**src/rtl/ex_muldiv_if.sv**
```systemverilog
// EX-stage mul/div request/response bundle.
// The requester drives op/operands/flush; the unit returns stall/done/HI/LO.
interface ex_muldiv_if #(
  parameter int DATA_W = 32
);
  logic              start_i;
  logic [2:0]        op_i;
  logic [DATA_W-1:0] reg1_i;
  logic [DATA_W-1:0] reg2_i;
  logic              flush_i;
  logic              stall_o;
  logic              done_o;
  logic [DATA_W-1:0] hi_o;
  logic [DATA_W-1:0] lo_o;

  modport master (
    output start_i, op_i, reg1_i, reg2_i, flush_i,
    input  stall_o, done_o, hi_o, lo_o
  );

  modport slave (
    input  start_i, op_i, reg1_i, reg2_i, flush_i,
    output stall_o, done_o, hi_o, lo_o
  );
endinterface

```
**src/rtl/ex_muldiv.sv**
```systemverilog
// EX-stage multiply/divide unit with HI/LO registers.
// Multi-cycle multiply, radix-2 restoring divide, pipeline stall/flush.
module ex_muldiv #(
  parameter int DATA_W  = 32,
  parameter int MUL_LAT = 3
) (
  input  logic        clk_i,
  input  logic        rst_i,
  ex_muldiv_if.slave  bus
);

  localparam int CMAX = (DATA_W > MUL_LAT) ? DATA_W : MUL_LAT;
  localparam int CW   = $clog2(CMAX) + 1;
  localparam logic [CW-1:0] MUL_INIT = CW'(MUL_LAT - 1);
  localparam logic [CW-1:0] DIV_INIT = CW'(DATA_W - 1);

  typedef enum logic [1:0] {
    S_IDLE,
    S_MUL,
    S_DIV,
    S_DONE
  } state_t;

  state_t r_state;
  state_t w_next;

  logic [DATA_W-1:0]   r_hi;
  logic [DATA_W-1:0]   r_lo;
  logic [DATA_W-1:0]   r_a;
  logic [DATA_W-1:0]   r_b;
  logic [DATA_W-1:0]   r_rem;
  logic [CW-1:0]       r_cnt;
  logic                r_msgn;
  logic                r_qneg;
  logic                r_rneg;
  logic                r_dz;
  logic                r_fin;

  logic                w_go;
  logic                w_mul;
  logic                w_div;
  logic                w_mthi;
  logic                w_mtlo;
  logic                w_sdiv;
  logic                w_stall;
  logic                w_done;
  logic [DATA_W-1:0]   w_absa;
  logic [DATA_W-1:0]   w_absb;
  logic [2*DATA_W-1:0] w_ax;
  logic [2*DATA_W-1:0] w_bx;
  logic [2*DATA_W-1:0] w_prod;
  logic [DATA_W:0]     w_sh;
  logic [DATA_W:0]     w_diff;
  logic [DATA_W-1:0]   w_q_nx;
  logic [DATA_W-1:0]   w_rem_nx;

  assign w_go   = (r_state == S_IDLE) && bus.start_i && !bus.flush_i;
  assign w_mul  = (bus.op_i == 3'd1) || (bus.op_i == 3'd2);
  assign w_div  = (bus.op_i == 3'd3) || (bus.op_i == 3'd4);
  assign w_mthi = (bus.op_i == 3'd5);
  assign w_mtlo = (bus.op_i == 3'd6);
  assign w_sdiv = (bus.op_i == 3'd3);

  assign w_absa = (w_sdiv && bus.reg1_i[DATA_W-1]) ? -bus.reg1_i
                                                   : bus.reg1_i;
  assign w_absb = (w_sdiv && bus.reg2_i[DATA_W-1]) ? -bus.reg2_i
                                                   : bus.reg2_i;

  // Sign/zero extension to 2W makes one unsigned multiply serve both forms
  assign w_ax = r_msgn ? {{DATA_W{r_a[DATA_W-1]}}, r_a}
                       : {{DATA_W{1'b0}}, r_a};
  assign w_bx = r_msgn ? {{DATA_W{r_b[DATA_W-1]}}, r_b}
                       : {{DATA_W{1'b0}}, r_b};
  assign w_prod = w_ax * w_bx;

  // Restoring step: r_a shifts out dividend bits and shifts in quotient bits
  assign w_sh     = {r_rem, r_a[DATA_W-1]};
  assign w_diff   = w_sh - {1'b0, r_b};
  assign w_q_nx   = {r_a[DATA_W-2:0], ~w_diff[DATA_W]};
  assign w_rem_nx = w_diff[DATA_W] ? w_sh[DATA_W-1:0]
                                   : w_diff[DATA_W-1:0];

  always_ff @(posedge clk_i) begin
    if (rst_i) r_state <= S_IDLE;
    else       r_state <= w_next;
  end

  always_comb begin
    w_next  = r_state;
    w_stall = 1'b0;
    w_done  = 1'b0;
    unique case (r_state)
      S_IDLE: begin
        if (w_go && w_mul) begin
          w_next  = S_MUL;
          w_stall = 1'b1;
        end else if (w_go && w_div) begin
          w_next  = S_DIV;
          w_stall = 1'b1;
        end
      end
      S_MUL: begin
        w_stall = 1'b1;
        if (bus.flush_i)        w_next = S_IDLE;
        else if (r_cnt == '0)   w_next = S_DONE;
      end
      S_DIV: begin
        w_stall = 1'b1;
        if (bus.flush_i)        w_next = S_IDLE;
        else if (r_fin)         w_next = S_DONE;
      end
      S_DONE: begin
        w_done = 1'b1;
        w_next = S_IDLE;
      end
      default: w_next = S_IDLE;
    endcase
  end

  always_ff @(posedge clk_i) begin
    if (rst_i) begin
      r_hi   <= '0;
      r_lo   <= '0;
      r_a    <= '0;
      r_b    <= '0;
      r_rem  <= '0;
      r_cnt  <= '0;
      r_msgn <= 1'b0;
      r_qneg <= 1'b0;
      r_rneg <= 1'b0;
      r_dz   <= 1'b0;
      r_fin  <= 1'b0;
    end else begin
      unique case (r_state)
        S_IDLE: begin
          if (w_go) begin
            unique case (1'b1)
              w_mul: begin
                r_a    <= bus.reg1_i;
                r_b    <= bus.reg2_i;
                r_msgn <= (bus.op_i == 3'd1);
                r_cnt  <= MUL_INIT;
              end
              w_div: begin
                r_a    <= w_absa;
                r_b    <= w_absb;
                r_rem  <= '0;
                r_qneg <= w_sdiv &&
                          (bus.reg1_i[DATA_W-1] ^ bus.reg2_i[DATA_W-1]);
                r_rneg <= w_sdiv && bus.reg1_i[DATA_W-1];
                r_dz   <= (bus.reg2_i == '0);
                r_fin  <= 1'b0;
                r_cnt  <= DIV_INIT;
              end
              w_mthi: r_hi <= bus.reg1_i;
              w_mtlo: r_lo <= bus.reg1_i;
              default: ;
            endcase
          end
        end
        S_MUL: begin
          if (!bus.flush_i) begin
            if (r_cnt == '0) {r_hi, r_lo} <= w_prod;
            else             r_cnt <= r_cnt - 1'b1;
          end
        end
        S_DIV: begin
          if (!bus.flush_i) begin
            if (r_fin) begin
              // Divide by zero leaves an all-ones quotient regardless of sign
              r_lo <= r_dz ? '1 : (r_qneg ? -r_a : r_a);
              r_hi <= r_rneg ? -r_rem : r_rem;
            end else begin
              r_a   <= w_q_nx;
              r_rem <= w_rem_nx;
              if (r_cnt == '0) r_fin <= 1'b1;
              else             r_cnt <= r_cnt - 1'b1;
            end
          end
        end
        default: ;
      endcase
    end
  end

  assign bus.stall_o = w_stall;
  assign bus.done_o  = w_done;
  assign bus.hi_o    = r_hi;
  assign bus.lo_o    = r_lo;

endmodule
```
**src/flat_wrapper.sv**
```systemverilog
// flat-port wrapper written by rule: the top's interface ports become plain ports
module ex_muldiv_flat 
#(
  parameter int DATA_W  = 32,
  parameter int MUL_LAT = 3
)
  (clk_i, rst_i, bus_start_i, bus_op_i, bus_reg1_i, bus_reg2_i, bus_flush_i, bus_stall_o, bus_done_o, bus_hi_o, bus_lo_o);
  ex_muldiv_if #(.DATA_W(DATA_W)) bus_i ();
  input  logic clk_i;
  input  logic rst_i;
  input wire logic [$bits(bus_i.start_i)-1:0] bus_start_i;
  input wire logic [$bits(bus_i.op_i)-1:0] bus_op_i;
  input wire logic [$bits(bus_i.reg1_i)-1:0] bus_reg1_i;
  input wire logic [$bits(bus_i.reg2_i)-1:0] bus_reg2_i;
  input wire logic [$bits(bus_i.flush_i)-1:0] bus_flush_i;
  output wire logic [$bits(bus_i.stall_o)-1:0] bus_stall_o;
  output wire logic [$bits(bus_i.done_o)-1:0] bus_done_o;
  output wire logic [$bits(bus_i.hi_o)-1:0] bus_hi_o;
  output wire logic [$bits(bus_i.lo_o)-1:0] bus_lo_o;
  assign bus_i.start_i = bus_start_i;
  assign bus_i.op_i = bus_op_i;
  assign bus_i.reg1_i = bus_reg1_i;
  assign bus_i.reg2_i = bus_reg2_i;
  assign bus_i.flush_i = bus_flush_i;
  assign bus_stall_o = bus_i.stall_o;
  assign bus_done_o = bus_i.done_o;
  assign bus_hi_o = bus_i.hi_o;
  assign bus_lo_o = bus_i.lo_o;
  ex_muldiv #(.DATA_W(DATA_W), .MUL_LAT(MUL_LAT)) u_core (.clk_i(clk_i), .rst_i(rst_i), .bus(bus_i));
endmodule
```
**config.mk**
```make
export PLATFORM = sky130hd
export DESIGN_NAME = ex_muldiv_flat
export DESIGN_NICKNAME = d
export VERILOG_FILES = /design/src/rtl/ex_muldiv_if.sv /design/src/rtl/ex_muldiv.sv /design/src/flat_wrapper.sv
export SDC_FILE = /design/constraint.sdc
export NUM_CORES = 2
export LEC_CHECK = 0
export CORE_ASPECT_RATIO = 1.4
export CORE_MARGIN = 2
export CORE_UTILIZATION = 50
export CTS_CLUSTER_SIZE = 30
export DETAILED_ROUTE_END_ITERATION = 10
export PLACE_DENSITY = 0.66
export SLEW_MARGIN = 20
export SYNTH_ARGS = -nofsm -noshare
export SYNTH_HDL_FRONTEND = slang
export SYNTH_SLANG_ARGS = --single-unit
```
**constraint.sdc**
```tcl
create_clock -name clk_i -period 22.1 [get_ports clk_i]
set_input_delay 3.315 -clock clk_i [delete_from_list [all_inputs] [get_ports clk_i]]
set_output_delay 3.315 -clock clk_i [all_outputs]
set_load 0.03 [all_outputs]
```
==> Word-level counts from Yosys, hierarchy flattened <==
Cells that the tools add are included.
{ "classes": {"mux": 57, "eq_ne": 22, "bitwise_logic": 2, "mul": 1, "addsub": 6, "n_reduce_logical": 27} }
{ "op_table": {"columns": ["operator", "n"], "rows": [
  ["32-bit 2-to-1 mux", 25],
  ["32-bit one-hot mux with 2 select lines", 4],
  ["32-bit one-hot mux with 3 select lines", 2],
  ["64-bit 2-to-1 mux", 2],
  ["32-bit negator", 4],
  ["64-bit by 64-bit multiplier with 64-bit output", 1],
  ["33-bit by 32-bit subtractor with 33-bit output", 1],
  ["32-bit zero test", 1],
  ["6-bit 2-to-1 mux", 5],
  ["6-bit one-hot mux with 3 select lines", 1],
  ["7-bit AND reduction", 2],
  ["2-bit 2-to-1 mux", 6],
  ["2-bit by 1-bit inequality test with 1-bit output (second input constant)", 6],
  ["6-bit one-hot mux with 2 select lines", 1],
  ["3-bit AND reduction", 4],
  ["5-bit AND reduction", 2],
  ["3-bit equality test (second input constant)", 3],
  ["1-bit 2-to-1 mux", 8],
  ["2-bit one-hot mux with 4 select lines", 1],
  ["1-bit logical AND", 7],
  ["3-bit by 2-bit equality test with 1-bit output (second input constant)", 2],
  ["6-bit zero test", 1],
  ["2-bit inequality test (second input constant)", 3],
  ["3-bit by 2-bit inequality test with 1-bit output (second input constant)", 2],
  ["other kinds (17)", 21]
]} }
{ "totals": {"register_bits": 173, "elab_cells": 127} }

==> Depth between registers and ports, before layout <==
{ "depth": {"depth_word": 7, "depth_mapped": 36, "mapped_depth_nobuf": 34} }

==> Least setup slack after synthesis <==
Ideal clock, no wire load.
{ "synth_path": {"path_type": "register -> register", "start": "reg u_core.r_a[31]", "end": "reg u_core.r_hi[26] (netlist: u_core.bus.hi_o[26])", "arrival_time_ns": 9.358, "setup_ns": 0.101, "path_slack_ns": 12.641, "n_path_buf": 3, "stages_incl_launch_ff": 33, "synth_period_minus_slack_ns": 9.459, "cell_sequence": "dfxtp_1 > and2_1 > clkbuf_1 > clkbuf_1 > nand2_1 > inv_1 > fa_1 > inv_1 > fa_1 > inv_1 > fa_1 > inv_1 > fa_1 > inv_1 > fa_1 > fa_1 > fa_1 > fa_1 > fa_1 > inv_1 > fa_1 > inv_1 > ha_1 > clkbuf_1 > nand4_1 > or4_1 > o221ai_1 > o21ai_0 > o21ai_0 > o41ai_1 > or4_1 > and3_1 > o41ai_1"} }
{ "synth_between": {"elab_chain_cells": 5} }
{ "synth_rtl": {"columns": ["element", "line_no", "rtl"], "rows": [
  ["from (decl)", "ex_muldiv.sv:29", "logic [DATA_W-1:0] r_a;"],
  ["from (signal assigned)", "ex_muldiv.sv:139", "r_a <= bus.reg1_i;"],
  ["from (signal assigned)", "ex_muldiv.sv:145", "r_a <= w_absa;"],
  ["from (signal assigned)", "ex_muldiv.sv:174", "r_a <= w_q_nx;"],
  ["64-bit 2-to-1 mux", "ex_muldiv.sv:70", "assign w_ax = r_msgn ? {{DATA_W{r_a[DATA_W-1]}}, r_a}"],
  ["64-bit by 64-bit multiplier with 64-bit output", "ex_muldiv.sv:74", "assign w_prod = w_ax * w_bx;"],
  ["32-bit 2-to-1 mux", "ex_muldiv.sv:163", "if (r_cnt == '0) {r_hi, r_lo} <= w_prod;"],
  ["32-bit 2-to-1 mux", "ex_muldiv.sv:162", "if (!bus.flush_i) begin"],
  ["32-bit one-hot mux with 3 select lines", "ex_muldiv.sv:134", "unique case (r_state)"],
  ["to (signal assigned)", "ex_muldiv.sv:155", "w_mthi: r_hi <= bus.reg1_i;"],
  ["to (signal assigned)", "ex_muldiv.sv:163", null],
  ["to (signal assigned)", "ex_muldiv.sv:172", "r_hi <= r_rneg ? -r_rem : r_rem;"],
  ["to (decl)", "ex_muldiv.sv:27", "logic [DATA_W-1:0] r_hi;"]
]} }
Every way passes these cells. The select of a mux whose other input is x is not followed.
A chain may end at the register's enable or synchronous reset.

==> Worst setup path in the final report <==
{ "layout_path": {"start": "reg u_core.r_msgn", "end": "reg u_core.r_hi[27] (netlist: u_core.bus.hi_o[27])"} }
{ "layout_between": {"elab_chain_cells": 5} }
{ "layout_rtl": {"columns": ["element", "line_no", "rtl"], "rows": [
  ["from (decl)", "ex_muldiv.sv:33", "logic r_msgn;"],
  ["from (signal assigned)", "ex_muldiv.sv:141", "r_msgn <= (bus.op_i == 3'd1);"],
  ["64-bit 2-to-1 mux (on tied branches)", "ex_muldiv.sv:70, ex_muldiv.sv:72", null],
  ["64-bit by 64-bit multiplier with 64-bit output (*)", "ex_muldiv.sv:74", null],
  ["32-bit 2-to-1 mux (*)", "ex_muldiv.sv:163", null],
  ["32-bit 2-to-1 mux (*)", "ex_muldiv.sv:162", null],
  ["32-bit one-hot mux with 3 select lines (*)", "ex_muldiv.sv:134", null]
]} }
Every way passes the cells marked *; elsewhere a longest branch is shown, timed or not. The select of a mux whose other input is x is not followed.

==> impl_metrics.env <==
export IMPL_outcome="finished clean"
export IMPL_place_inst=8275
export IMPL_grtUsageTotal_pct=34.4
export IMPL_via_per_inst=5.72
export IMPL_cts_hold_buf=0
export IMPL_cp_end_kind="flop"
export IMPL_hold_path_class="reg2reg"
export IMPL_clkTransAtPathRegs_ps=90
export IMPL_num_fill_cells=11400
export IMPL_async_reset_ff_share_pct=0
export IMPL_cp_max_fo=24
export IMPL_cpMostUsedCell="fa_1"
export IMPL_ys_warnings_count=0
export IMPL_syn_area_sq_um=60200
export IMPL_clockBufferDepth=2
export IMPL_final_cells=8314
export IMPL_tightest_slew_ps=1110
export IMPL_layout_nets=8540
export IMPL_final_min_clock_period_ps=10860
export IMPL_drc=0
export IMPL_required_ps=22480
export IMPL_start_util_pct=50.4
export IMPL_synth_edff_count=0
export IMPL_port_buffers=136
export IMPL_power_leakage_uw=0.0315
export IMPL_grt_pass1_wl_um=317000
export IMPL_die_w_um=297
export IMPL_rows=150
export IMPL_final_core_util_pct=53.2
export IMPL_rsz0062_at_grt="no"
export IMPL_worst_path_buf_inv=7
export IMPL_cts_root_buf="clkbuf_16"
export IMPL_gp_congestion=0.975
export IMPL_cts_resized=0
export IMPL_grt_start_max_net_pins=84
export IMPL_reg2reg_from="u_core.r_msgn"
export IMPL_slew_headroom_pct=25.7
export IMPL_fin_ws_ps=11240
export IMPL_grt_overflow=0
export IMPL_grt_pass1_vias=51600
export IMPL_avgSynthCellArea_sq_um=8.81
export IMPL_routed_wl_um=205000
export IMPL_power_density_nw_per_um2=44.1
export IMPL_met1_usage_pct=41.7
export IMPL_maxCapViolations=0
export IMPL_hpwlAfterDp_um=165000
export IMPL_peakVddDrop_uv=85.9
export IMPL_ys_seq_area_share_pct=5.76
export IMPL_setup_viol=0
export IMPL_drive_gt1_share_pct=2.77
export IMPL_tritoncts="yes"
export IMPL_die_h_um=414
export IMPL_critPathSlowestCell="o41ai_1"
export IMPL_critPathLaunch="u_core.r_msgn"
export IMPL_met2_usage_pct=57.3
export IMPL_wl_per_cell_um=24.7
export IMPL_finalCritPeriodShare_pct=49.1
export IMPL_arrival_ps=11240
export IMPL_synth_nets=8675
export IMPL_synth_top_area_cell="fa_1"
export IMPL_antenna_found_initial=14
export IMPL_whs_ps=457
export IMPL_crit_type="reg2reg"
export IMPL_clk_latency_ps=500
export IMPL_postRouteAntennaNets=0
export IMPL_firstDrtPassIters=6
export IMPL_drtIter0Drc=4097
export IMPL_htreeDepth=4
export IMPL_synth_main_ff_cell="dfxtp_1"
export IMPL_synth_area_top_cells="fa_1 47%, inv_1 9.9%, ha_1 7.3%"
export IMPL_report_final_slew_viol_count=0
export IMPL_clock_sinks=173
export IMPL_die_area_sq_um=123000
export IMPL_io_pins=137
export IMPL_met3_usage_pct=5.78
export IMPL_dp_slack_ps=11240
export IMPL_post_cts_buffers=0
export IMPL_synth_ff_latch_count=173
export IMPL_crit_path_start_kind="flop"
export IMPL_fmax_mhz=92.1
export IMPL_synth_cells=6833
export IMPL_grt_busiest_layer="met2"
export IMPL_area_growth_pct=5.53
export IMPL_coreArea_sq_um=119000
export IMPL_max_stage_delay_ps=960
export IMPL_cts_buffers=17
export IMPL_setup_tns_ps=0
export IMPL_finClkSkew_ps=23.0
export IMPL_crit_family="adder cells"
export IMPL_finalHoldViolCount=0
export IMPL_synth_distinct_cells=76
export IMPL_min_from="u_core.bus.hi_o[4]"
export IMPL_synth_top_area_share_pct=47.2
export IMPL_num_vias=47600
==> per-stage QoR <==
| stage | power [uW] | cell area (sq um) |
|---|---|---|
| after global placement | 2410 | 62900 |
| after CTS | 2760 | 63500 |
| after global routing | 2950 | 63500 |
| final | 2800 | 63500 |
| after floorplan | 1660 | 60200 |
| after detailed placement | 2420 | 62900 |
==> worst paths after layout <==
| path | to | slack [ps] | cells after the start |
|---|---|---|---|
| max reg2reg | u_core.bus.hi_o[27] | 11240 | 29 |
| max | u_core.bus.hi_o[27] | 11240 | 29 |
| min | u_core.bus.hi_o[4] | 460 | 2 |
| min reg2reg | u_core.bus.hi_o[4] | 460 | 2 |
==> cell usage in the layout, fill, tap and decap left out, drive strengths merged, types with 13 or more instances in the layout <==
cell type / n
xor2: 71
dfxtp: 173
clkdlybuf4s50: 135
o21a: 13
o21bai: 16
clkbuf: 17
xnor2: 185
inv: 1601
o21ai: 150
fa: 1420
nor4: 21
or4: 15
and2: 522
a221oi: 18
ha: 351
buf: 96
a31oi: 16
or3: 27
a21o: 56
a211oi: 49
o31ai: 40
nor2: 282
nand4: 26
nand3: 61
o311ai: 19
nand2b: 26
o211ai: 17
nand2: 759
o41ai: 35
nor3: 53
and3: 35
a21oi: 234
==> routing by layer <==
| metal | wire, um | part of all wire, % |
|---|---|---|
| met4 | 15600 | 7.6 |
| met2 | 99900 | 49 |
| met3 | 16000 | 7.8 |
| met5 | 58 | 0.028 |
| met1 | 73600 | 36 |
==> worst min-delay path, delay by kind of cell (launching register included) <==
family           cells  cell delay [ps]
AO/OA/AOI/OAI        1               50
AND/OR/NAND/NOR      1               50
flip-flops           1              330
==> state kept, by name, indices dropped and copies added (netlist names) <==
signal and count:
u_core.bus.hi_o 32, u_core.bus.lo_o 32, u_core.r_a 32, u_core.r_b 32
u_core.r_cnt 6, u_core.r_dz 1, u_core.r_fin 1, u_core.r_msgn 1
u_core.r_qneg 1, u_core.r_rem 32, u_core.r_rneg 1, u_core.r_state 2
==> power breakdown <==
part	internal, uW	switching (uW)
sequential	385	98.9
combinational	601	1390
clock	155	179
total	1140	1660
==> cell usage after synthesis, types with 11 or more instances <==
cell / n
buf_1: 34
o21bai_1: 16
nand3_1: 61
o31ai_1: 38
a31oi_1: 16
a311oi_1: 11
dfxtp_1: 173
a21oi_1: 234
nand2b_1: 26
xor2_1: 71
and3_1: 35
nor2b_1: 12
nand4_1: 26
or3_1: 24
fa_1: 1420
xnor2_1: 185
inv_1: 1593
and2_1: 520
nand2_1: 759
a211oi_1: 49
o21a_1: 13
nor4_1: 21
clkbuf_1: 346
a21o_1: 56
o21ai_0: 147
a221oi_1: 18
nor3_1: 53
or4_1: 13
nor2_1: 282
o311ai_0: 19
o211ai_1: 17
ha_1: 351
o22ai_1: 12
o41ai_1: 34
==> area by class of cell <==
type                    count  area, sq um  area share [%]
diodes                      7         17.5          0.0276
clock buffers              17          425           0.670
clock inverters            15          189           0.298
inverters                1594         5980            9.42
multi-input cells        4681        49300            77.7
flip-flops and latches    173         3490            5.49
well taps                1596         2000            3.14
repair buffers            231         2070            3.26
==> kinds of logic (layout without fill, tap and decap cells) <==
family | count (synthesis) | in the layout | synth area share [%]
buffers and inverters | 1979 | 1857 | 12.4
AND/OR/NAND/NOR | 1871 | 1871 | 15.0
adder cells (fa/ha/maj) | 1774 | 1774 | 54.6
AO/OA/AOI/OAI | 771 | 771 | 8.38
XOR/XNOR | 256 | 256 | 3.73
flip-flops | 173 | 173 | 5.76
multiplexers | 9 | 9 | 0.152
other | 0 | 7 | 0
Note: power is estimated with default switching activity, not from simulation.
